`config.mk`:
```
export PLATFORM = sky130hd
export DESIGN_NAME = eth_rx_mac
export DESIGN_NICKNAME = d
export VERILOG_FILES = /design/src/rtl/eth_rx_mac.sv
export SDC_FILE = /design/constraint.sdc
export NUM_CORES = 1
export LEC_CHECK = 0
export ABC_AREA = 1
export BUFFER_PORTS_ARGS = -buffer_cell sky130_fd_sc_hd__buf_2
export CORE_MARGIN = 2
export CORE_UTILIZATION = 47
export DETAILED_ROUTE_END_ITERATION = 6
export GPL_TIMING_DRIVEN = 0
export SLEW_MARGIN = 20
export SYNTH_ARGS = -nofsm -noshare
export SYNTH_HDL_FRONTEND = slang
export SYNTH_SLANG_ARGS = --single-unit
export TNS_END_PERCENT = 1
```
`constraint.sdc`:
```
create_clock -name clk -period 4.4 [get_ports clk]
set_input_delay 0 -clock clk [delete_from_list [all_inputs] [get_ports clk]]
set_output_delay 0 -clock clk [all_outputs]
set_load 0.01 [all_outputs]
```
`src/rtl/eth_rx_mac.sv`:
```
// GMII receive framer: strips preamble/SFD and FCS, checks CRC-32 and frame length.
// Define ETH_RX_MAC_FILTER_EN to build the destination-address filter (rx_err[2]).
module eth_rx_mac #(
    parameter logic [47:0] BOARD_MAC = 48'h00_11_22_33_44_55,
    parameter int          MIN_FRAME = 64,
    parameter int          MAX_FRAME = 1518
) (
    input  logic        clk,
    input  logic        rst,
    input  logic        gmii_rx_dv,
    input  logic [7:0]  gmii_rxd,
    output logic        rx_valid,
    output logic [7:0]  rx_data,
    output logic        rx_sof,
    output logic        rx_done,
    output logic        rx_good,
    output logic [2:0]  rx_err,
    output logic [10:0] rx_len
);

    localparam logic [2:0]  ST_IDLE     = 3'd0;
    localparam logic [2:0]  ST_PREAMBLE = 3'd1;
    localparam logic [2:0]  ST_DATA     = 3'd2;
    localparam logic [2:0]  ST_DROP     = 3'd3;
    localparam logic [2:0]  ST_DONE     = 3'd4;
    localparam logic [31:0] CRC_POLY    = 32'hEDB8_8320;
    localparam logic [31:0] CRC_RESIDUE = 32'hDEBB_20E3;
    localparam logic [10:0] MIN_LEN     = 11'(MIN_FRAME);
    localparam logic [10:0] MAX_LEN     = 11'(MAX_FRAME);

    function automatic logic [31:0] crc32_byte(input logic [31:0] crc, input logic [7:0] data);
        logic [31:0] c;
        c = crc;
        for (int i = 0; i < 8; i++) begin
            if (c[0] ^ data[i]) c = (c >> 1) ^ CRC_POLY;
            else                c = c >> 1;
        end
        return c;
    endfunction

    logic            dv_r;
    logic [7:0]      rxd_r;
    logic [2:0]      state_r;
    logic [2:0]      pre_cnt_r;
    logic            loud_r;
    logic [10:0]     count_r;
    logic [31:0]     crc_r;
    logic [3:0][7:0] dly_r;

    logic [31:0]     crc_next_s;
    logic [10:0]     count_inc_s;
    logic [10:0]     len_s;
    logic [2:0]      err_s;
    logic            sfd_s;
    logic            take_s;
    logic            da_miss_s;

    // Next-value helpers shared by the FSM and the address filter
    always_comb begin
        crc_next_s  = crc32_byte(crc_r, rxd_r);
        count_inc_s = (count_r == 11'h7FF) ? count_r : count_r + 11'd1;
        if (count_r > 11'd4) len_s = count_r - 11'd4;
        else                 len_s = 11'd0;
        sfd_s  = (state_r == ST_PREAMBLE) && dv_r && (rxd_r == 8'hD5);
        take_s = (state_r == ST_DATA) && dv_r && (count_r <= MAX_LEN);
        err_s  = {da_miss_s, (count_r < MIN_LEN) || (count_r > MAX_LEN), crc_r != CRC_RESIDUE};
    end

`ifdef ETH_RX_MAC_FILTER_EN
    logic       da_mine_r;
    logic       da_bcast_r;
    logic [7:0] mac_byte_s;

    // Station-address byte expected at the current DA position
    always_comb begin
        case (count_r[2:0])
            3'd0:    mac_byte_s = BOARD_MAC[47:40];
            3'd1:    mac_byte_s = BOARD_MAC[39:32];
            3'd2:    mac_byte_s = BOARD_MAC[31:24];
            3'd3:    mac_byte_s = BOARD_MAC[23:16];
            3'd4:    mac_byte_s = BOARD_MAC[15:8];
            3'd5:    mac_byte_s = BOARD_MAC[7:0];
            default: mac_byte_s = 8'h00;
        endcase
    end

    // Running DA match against the station address and broadcast
    always_ff @(posedge clk) begin
        if (rst) begin
            da_mine_r  <= 1'b0;
            da_bcast_r <= 1'b0;
        end else if (sfd_s) begin
            da_mine_r  <= 1'b1;
            da_bcast_r <= 1'b1;
        end else if (take_s && (count_r < 11'd6)) begin
            da_mine_r  <= da_mine_r & (rxd_r == mac_byte_s);
            da_bcast_r <= da_bcast_r & (rxd_r == 8'hFF);
        end
    end

    assign da_miss_s = !(da_mine_r || da_bcast_r);
`else
    logic filter_unused_s;
    assign filter_unused_s = ^BOARD_MAC;
    assign da_miss_s       = 1'b0;
`endif

    // Input register, framing FSM, delay line and registered outputs
    always_ff @(posedge clk) begin
        if (rst) begin
            dv_r      <= 1'b0;
            rxd_r     <= 8'h00;
            state_r   <= ST_IDLE;
            pre_cnt_r <= 3'd0;
            loud_r    <= 1'b0;
            count_r   <= 11'd0;
            crc_r     <= 32'hFFFF_FFFF;
            dly_r     <= '0;
            rx_valid  <= 1'b0;
            rx_data   <= 8'h00;
            rx_sof    <= 1'b0;
            rx_done   <= 1'b0;
            rx_good   <= 1'b0;
            rx_err    <= 3'b000;
            rx_len    <= 11'd0;
        end else begin
            dv_r     <= gmii_rx_dv;
            rxd_r    <= gmii_rxd;
            rx_valid <= 1'b0;
            rx_data  <= 8'h00;
            rx_sof   <= 1'b0;
            rx_done  <= 1'b0;
            rx_good  <= 1'b0;
            rx_err   <= 3'b000;
            rx_len   <= 11'd0;
            case (state_r)
                // DONE also accepts the first byte of a back-to-back preamble
                ST_IDLE, ST_DONE: begin
                    if ((state_r == ST_DONE) && (count_r > 11'd4)) begin
                        rx_done <= 1'b1;
                        rx_err  <= err_s;
                        rx_good <= (err_s == 3'b000);
                        rx_len  <= len_s;
                    end
                    if (dv_r) begin
                        if (rxd_r == 8'h55) begin
                            state_r   <= ST_PREAMBLE;
                            pre_cnt_r <= 3'd1;
                        end else begin
                            state_r <= ST_DROP;
                            loud_r  <= 1'b0;
                        end
                    end else begin
                        state_r <= ST_IDLE;
                    end
                end
                ST_PREAMBLE: begin
                    if (!dv_r) begin
                        state_r <= ST_IDLE;
                    end else if (rxd_r == 8'h55) begin
                        if (pre_cnt_r == 3'd7) begin
                            state_r <= ST_DROP;
                            loud_r  <= 1'b0;
                        end else begin
                            pre_cnt_r <= pre_cnt_r + 3'd1;
                        end
                    end else if (sfd_s) begin
                        state_r <= ST_DATA;
                        crc_r   <= 32'hFFFF_FFFF;
                        count_r <= 11'd0;
                    end else begin
                        state_r <= ST_DROP;
                        loud_r  <= 1'b0;
                    end
                end
                ST_DATA: begin
                    if (!dv_r) begin
                        state_r <= ST_DONE;
                    end else if (take_s) begin
                        crc_r   <= crc_next_s;
                        count_r <= count_inc_s;
                        dly_r   <= {dly_r[2:0], rxd_r};
                        if (count_r >= 11'd4) begin
                            rx_valid <= 1'b1;
                            rx_data  <= dly_r[3];
                            rx_sof   <= (count_r == 11'd4);
                        end
                    end else begin
                        state_r <= ST_DROP;
                        loud_r  <= 1'b1;
                    end
                end
                ST_DROP: begin
                    if (!dv_r) state_r <= loud_r ? ST_DONE : ST_IDLE;
                    else       state_r <= ST_DROP;
                end
                default: state_r <= ST_IDLE;
            endcase
        end
    end

endmodule

```
Word-level counts from Yosys, hierarchy flattened
Index checks and enable logic that the tools add are counted.
- eq/ne operators: 26
- multiplexer cells: 49
- bitwise logic cells: 23
- $lt $le $gt $ge: 5
- reductions and logical operators: 23
- add/sub/neg operators: 3
- operators with widths (operator ; count):
    two-way mux 32 bit ; 13
    NOT 13 -> 14 bit ; 8
    two-way mux 11 bit ; 6
    one-hot mux 32 bit (2 select lines) ; 1
    two-way mux 3 bit ; 13
    inequality test 32 bit, second input constant ; 1
    inequality test 2 bit, second input constant ; 11
    one-hot mux 11 bit (2 select lines) ; 1
    one-hot mux 3 bit (4 select lines) ; 1
    AND reduction 6 bit ; 2
    adder 11 x 1 -> 11 bit, second input constant ; 1
    equality test 11 bit, second input constant ; 1
    equality test 11 x 3 -> 1 bit, second input constant ; 1
    greater-or-equal comparator 11 x 3 -> 1 bit, second input constant ; 1
    > comparator 11 bit, second input constant ; 1
    > comparator 11 x 3 -> 1 bit, second input constant ; 1
    <= comparator 11 bit, second input constant ; 1
    < comparator 11 x 7 -> 1 bit, second input constant ; 1
    two-way mux 1 bit ; 11
    subtractor 11 x 3 -> 11 bit, second input constant ; 1
    equality test 8 x 7 -> 1 bit, second input constant ; 1
    equality test 8 bit, second input constant ; 1
    AND reduction 8 bit ; 1
    OR reduction 4 bit ; 2
    other kinds (24) ; 47
- register bits after elaboration: 117
- output and inout bits: 26
- logic and storage cells: 148
- bits of input ports: 11

Longest topological paths before layout
- word-level depth: 19
- depth in mapped cells: 14
- gate-level depth less buffers: 13

Least setup slack after synthesis
Ideal clock, no wire load.
- path type: register to register
- start point: register count_r[2]
- end point: register crc_r[27]
- arrival time: 1.405 ns
- period minus slack after synthesis: 1.535 ns
- data required time: 4.270 ns
- setup slack: 2.865 ns
- cell stages (with the launch flop): 11
- cells stage by stage: dfxtp_1 > nand2_1 > nor3_2 > nand3_2 > nand2_4 > nand2_8 > nand2_8 > inv_4 > buf_6 > nand2_1 > nand3_1
- longest elaborated chain between the ends: 4
- ends and longest elaborated chain (item ; line ; source):
    start: declaration ; 46 ; logic [10:0] count_r;
    start signal: assignment ; 181 ; count_r <= count_inc_s;
    <= comparator 11 bit ; 65 ; take_s = (state_r == ST_DATA) && dv_r && (count_r <= MAX_LEN);
    logical AND 1 bit ; 65 ;
    inequality test 2 bit (no line) ; - ;
    AND reduction 6 bit (no line) ; - ;
    end signal: assignment ; 180 ; crc_r <= crc_next_s;
    end: declaration ; 47 ; logic [31:0] crc_r;
Every way passes these cells.
A chain may end at the register's enable or synchronous reset.

Worst setup path in the final report
- start point: register rxd_r[6]
- end point: register crc_r[18]
- longest elaborated chain between the ends: 6
- ends and longest elaborated chain (item ; line ; source):
    start: declaration ; 42 ; logic [7:0] rxd_r;
    start signal: assignment ; 128 ; rxd_r <= gmii_rxd;
    XOR 1 bit ; 35 ; if (c[0] ^ data[i]) c = (c >> 1) ^ CRC_POLY;
    two-way mux 32 bit (2 in series) ; 35 ;
    two-way mux 32 bit ; 179 ; end else if (take_s) begin
    two-way mux 32 bit ; 177 ; if (!dv_r) begin
    one-hot mux 32 bit (2 select lines) ; 136 ; case (state_r)
Parallel ways exist; a longest one is shown, timed or not. The select of a mux whose other input is x is not followed.

==> out/metrics.yaml <==
post-cts-setup-buffers: 0
syn_inst: 834
drtAntennaViolNets: 0
critPathArrivalTime_ns: 2.22
dp.final_hpwl_um: 11500
fillers: 1202
outcome: "complete, no violations"
gp_congestion: 0.913
synth_most_common_cell: "nand2_1"
drtIter0Drc: 361
reg2reg_to: "crc_r[18]$_SDFFE_PP1P_"
crit_required_ns: 4.70
slowest_delay_ns: 0.31
swShare_pct: 25.3
min_path_cells: 2
wire_per_inst_um: 14.6
min_path_type: "in2reg"
grt_pass1_wl_um: 25600
rows: 40
chipWidth_um: 116
hold_start: "rst"
multi_input_area_mm2: 0.00297
vias: 5464
fmax_mhz: 520
r2r_setup_slack_ns: 2.48
dieArea_mm2: 0.0134
io_pins: 37
tightestPinTransition_ns: 0.657
async_flop_share_pct: 0
reg2reg_from: "rxd_r[6]$_SDFF_PP0_"
rsz0062_at_grt: "false"
finalCritPeriodShare_pct: 43.7
drive_above_1_share_pct: 13.7
root_buffer: "clkbuf_16"
port-buffer-count: 34
critical_path_class: "reg2reg"
yosysWarnings: 0
ys_seq_elements: 116
ys_types: 43
whs_endpoint: "pre_cnt_r[1]$_SDFFE_PP0P_"
overflow: 0
antenna_found_initial: 0
path_cells: "clkbuf_2 > inv_1 > nand2_1 > nand2_1 > nand2_1 > nand2_1 > buf_6 > nand2_1 > nand2_1 > nand2_1 > nand2_1 > o21ai_0 > nand2_1"
synth-edff-count: 0
start_kind: "flip-flop"
ys.flop_type: "dfxtp_1"
crit_path_top_delay_cell: "dfxtp_1"
setup_viol: 0
post_cts_resized: 0
p_sw_w: 0.000678
hold_viol: 0
insertion_delay_ns: 0.42
finalSetupTns_ns: 0
p_int_w: 0.00200
report.final.slew_viol_count: 0
ctsHtreeMaxLevel: 4
ys_top_cells_by_area: "dfxtp_1 40%, nand2_1 14%, nor2_1 7.4%"
power.leakage_nw: 3.31
hold_buffers: 9
slew_headroom_pct: 56.2
finClkSkew_ns: 0.00748
synth_fp_nets: 851
clkPwrFrac_pct: 48.8
start_util_pct: 48.5
crit_path_max_fanout: 10
nNetsFinal: 913
route.detailed.drc: 0
syn_area_per_cell_um2: 7.04
cts_tree: "built"
grt_pass1_vias: 5142
peakVddDrop_v: 0.000211
total_power_w: 0.00268
seqPwrFrac_pct: 40.7
fin_crit_ns: 1.92
seqCellArea_mm2: 0.00232
clkSlewWorstSetupHoldPaths_ns: 0.05
die_h_um: 116
vias_per_cell: 5.08
cts_buffers: 17
synth_top_area_share_pct: 39.6
combPwrFrac_pct: 10.5
area_growth_pct: 17.5
antennaDiodeCount: 0
cp_common_cell: "nand2_1"
power.density_mw_per_mm2: 389
drt-total-wl_um: 15700
seq_area_frac_synth_pct: 39.6
core_mm2: 0.0121
drt_first_pass_iters: 5
yosysTopAreaCell: "dfxtp_1"
r2r_cells: 13
ys_top_cells_by_count: "212 x nand2_1, 116 x dfxtp_1, 115 x nor2_1"
grt_usage_pct: 25.0
endpoint_kind: "flip-flop"
synth_area_mm2: 0.00587
grt_start_max_net_pins: 17
clk_path_buf_depth: 2
max_cap_viol_count: 0
clock-sinks: 116
-- kinds of logic after synthesis --
| logic type | after synthesis | share of synthesized area, % |
|---|---|---|
| simple gates | 432 | 32.4 |
| buf+inv | 123 | 9.74 |
| compound gates | 116 | 10.6 |
| flops | 116 | 39.6 |
| xor+xnor | 40 | 6.42 |
| fa+ha+maj | 6 | 1.28 |
| other cells | 1 | 0.0639 |
-- placed cells by master (no fill, tap or decap), types with 6 or more instances in the layout --
master / Yosys / layout
nor2_1: 115 / 115
xnor2_1: 10 / 10
o21ai_1: 8 / 8
nor3_1: 9 / 9
inv_1: 78 / 78
dfxtp_1: 116 / 116
o21ai_0: 57 / 57
dlygate4sd3_1: 0 / 9
buf_2: 3 / 37
nor4_1: 7 / 7
nand2_1: 212 / 212
ha_1: 6 / 6
buf_6: 6 / 6
inv_2: 7 / 7
nand3_1: 58 / 58
nand2_2: 7 / 7
clkbuf_16: 0 / 17
clkbuf_1: 12 / 14
buf_4: 12 / 12
nand4_1: 6 / 6
xor2_1: 28 / 28
a21oi_1: 41 / 41
-- power by group through the flow --
stage	clock, W	combinational (W)	sequential, W
after floorplan	0	0.000206	0.00111
after global placement	0	0.000266	0.00111
after detailed placement	0	0.000270	0.00111
after CTS	0.00132	0.000278	0.00109
after global routing	0.00138	0.000316	0.00109
final	0.00131	0.000282	0.00109
-- state kept, by name, summed over array words and instances, names as in the netlist --
| register | cells |
|---|---|
| rx_data | 8 |
| rx_sof | 1 |
| rx_valid | 1 |
| rx_len | 11 |
| crc_r | 32 |
| rx_done | 1 |
| pre_cnt_r | 3 |
| rxd_r | 8 |
| rx_err | 2 |
| dv_r | 1 |
| dly_r | 32 |
| rx_good | 1 |
| loud_r | 1 |
| state_r | 3 |
| count_r | 11 |
-- per-layer routing --
metal / part of all wire (%) / wire length, um / vias to the layer above / GRT usage (%)
met5: 0 / 0 / - / 0
met4: 2.1 / 338 / 0 / 10.2
met3: 5.2 / 815 / 30 / 4.29
met2: 49 / 7650 / 154 / 43.8
met1: 44 / 6930 / 2518 / 30.6
li1: - / - / 2762 / -
-- how the worst max path moves through the flow --
stage,end,cells past startpoint,start
floorplan,crc_r[27]$_SDFFE_PP1P_,10,count_r[2]$_SDFFE_PP0P_
global placement,crc_r[6]$_SDFFE_PP1P_,8,rxd_r[4]$_SDFF_PP0_
detailed placement,crc_r[6]$_SDFFE_PP1P_,8,rxd_r[4]$_SDFF_PP0_
CTS,crc_r[30]$_SDFFE_PP1P_,10,crc_r[0]$_SDFFE_PP1P_
global route,crc_r[18]$_SDFFE_PP1P_,12,rxd_r[0]$_SDFF_PP0_
finish,crc_r[18]$_SDFFE_PP1P_,13,rxd_r[6]$_SDFF_PP0_
-- final cells by class --
class,count,share of cell area [%]
Buffer,37,3.57
Clock inverter,10,1.60
Timing Repair Buffer,43,3.77
Multi-Input combinational cell,595,43.1
Clock buffer,20,6.48
Inverter,86,4.72
Sequential cell,116,33.7
Tap cell,168,3.05
-- metrics by stage --
stage          cells  worst slack, ns  cell area, um2  hold WS [ns]  utilization (%)
2_1_floorplan    834             2.87            5870         0.107                -
3_3_place_gp    1036             2.52            6250         0.199             51.6
3_5_place_dp    1036             2.53            6250         0.210             51.6
4_1_cts         1075             2.52            6900       0.00761             56.9
5_1_grt         1075             2.29            6900        0.0713             56.9
6_report        1075             2.48            6900        0.0334             56.9
-- critical path, delay by kind of cell, from the launching register on --
family                 cells  cell delay (ns)
and+or+nand+nor            9             0.73
buffers and inverters      3             0.53
DFF                        1             0.31
AOI/OAI and AO/OA          1             0.25
Power figures use the tool's default switching activity.
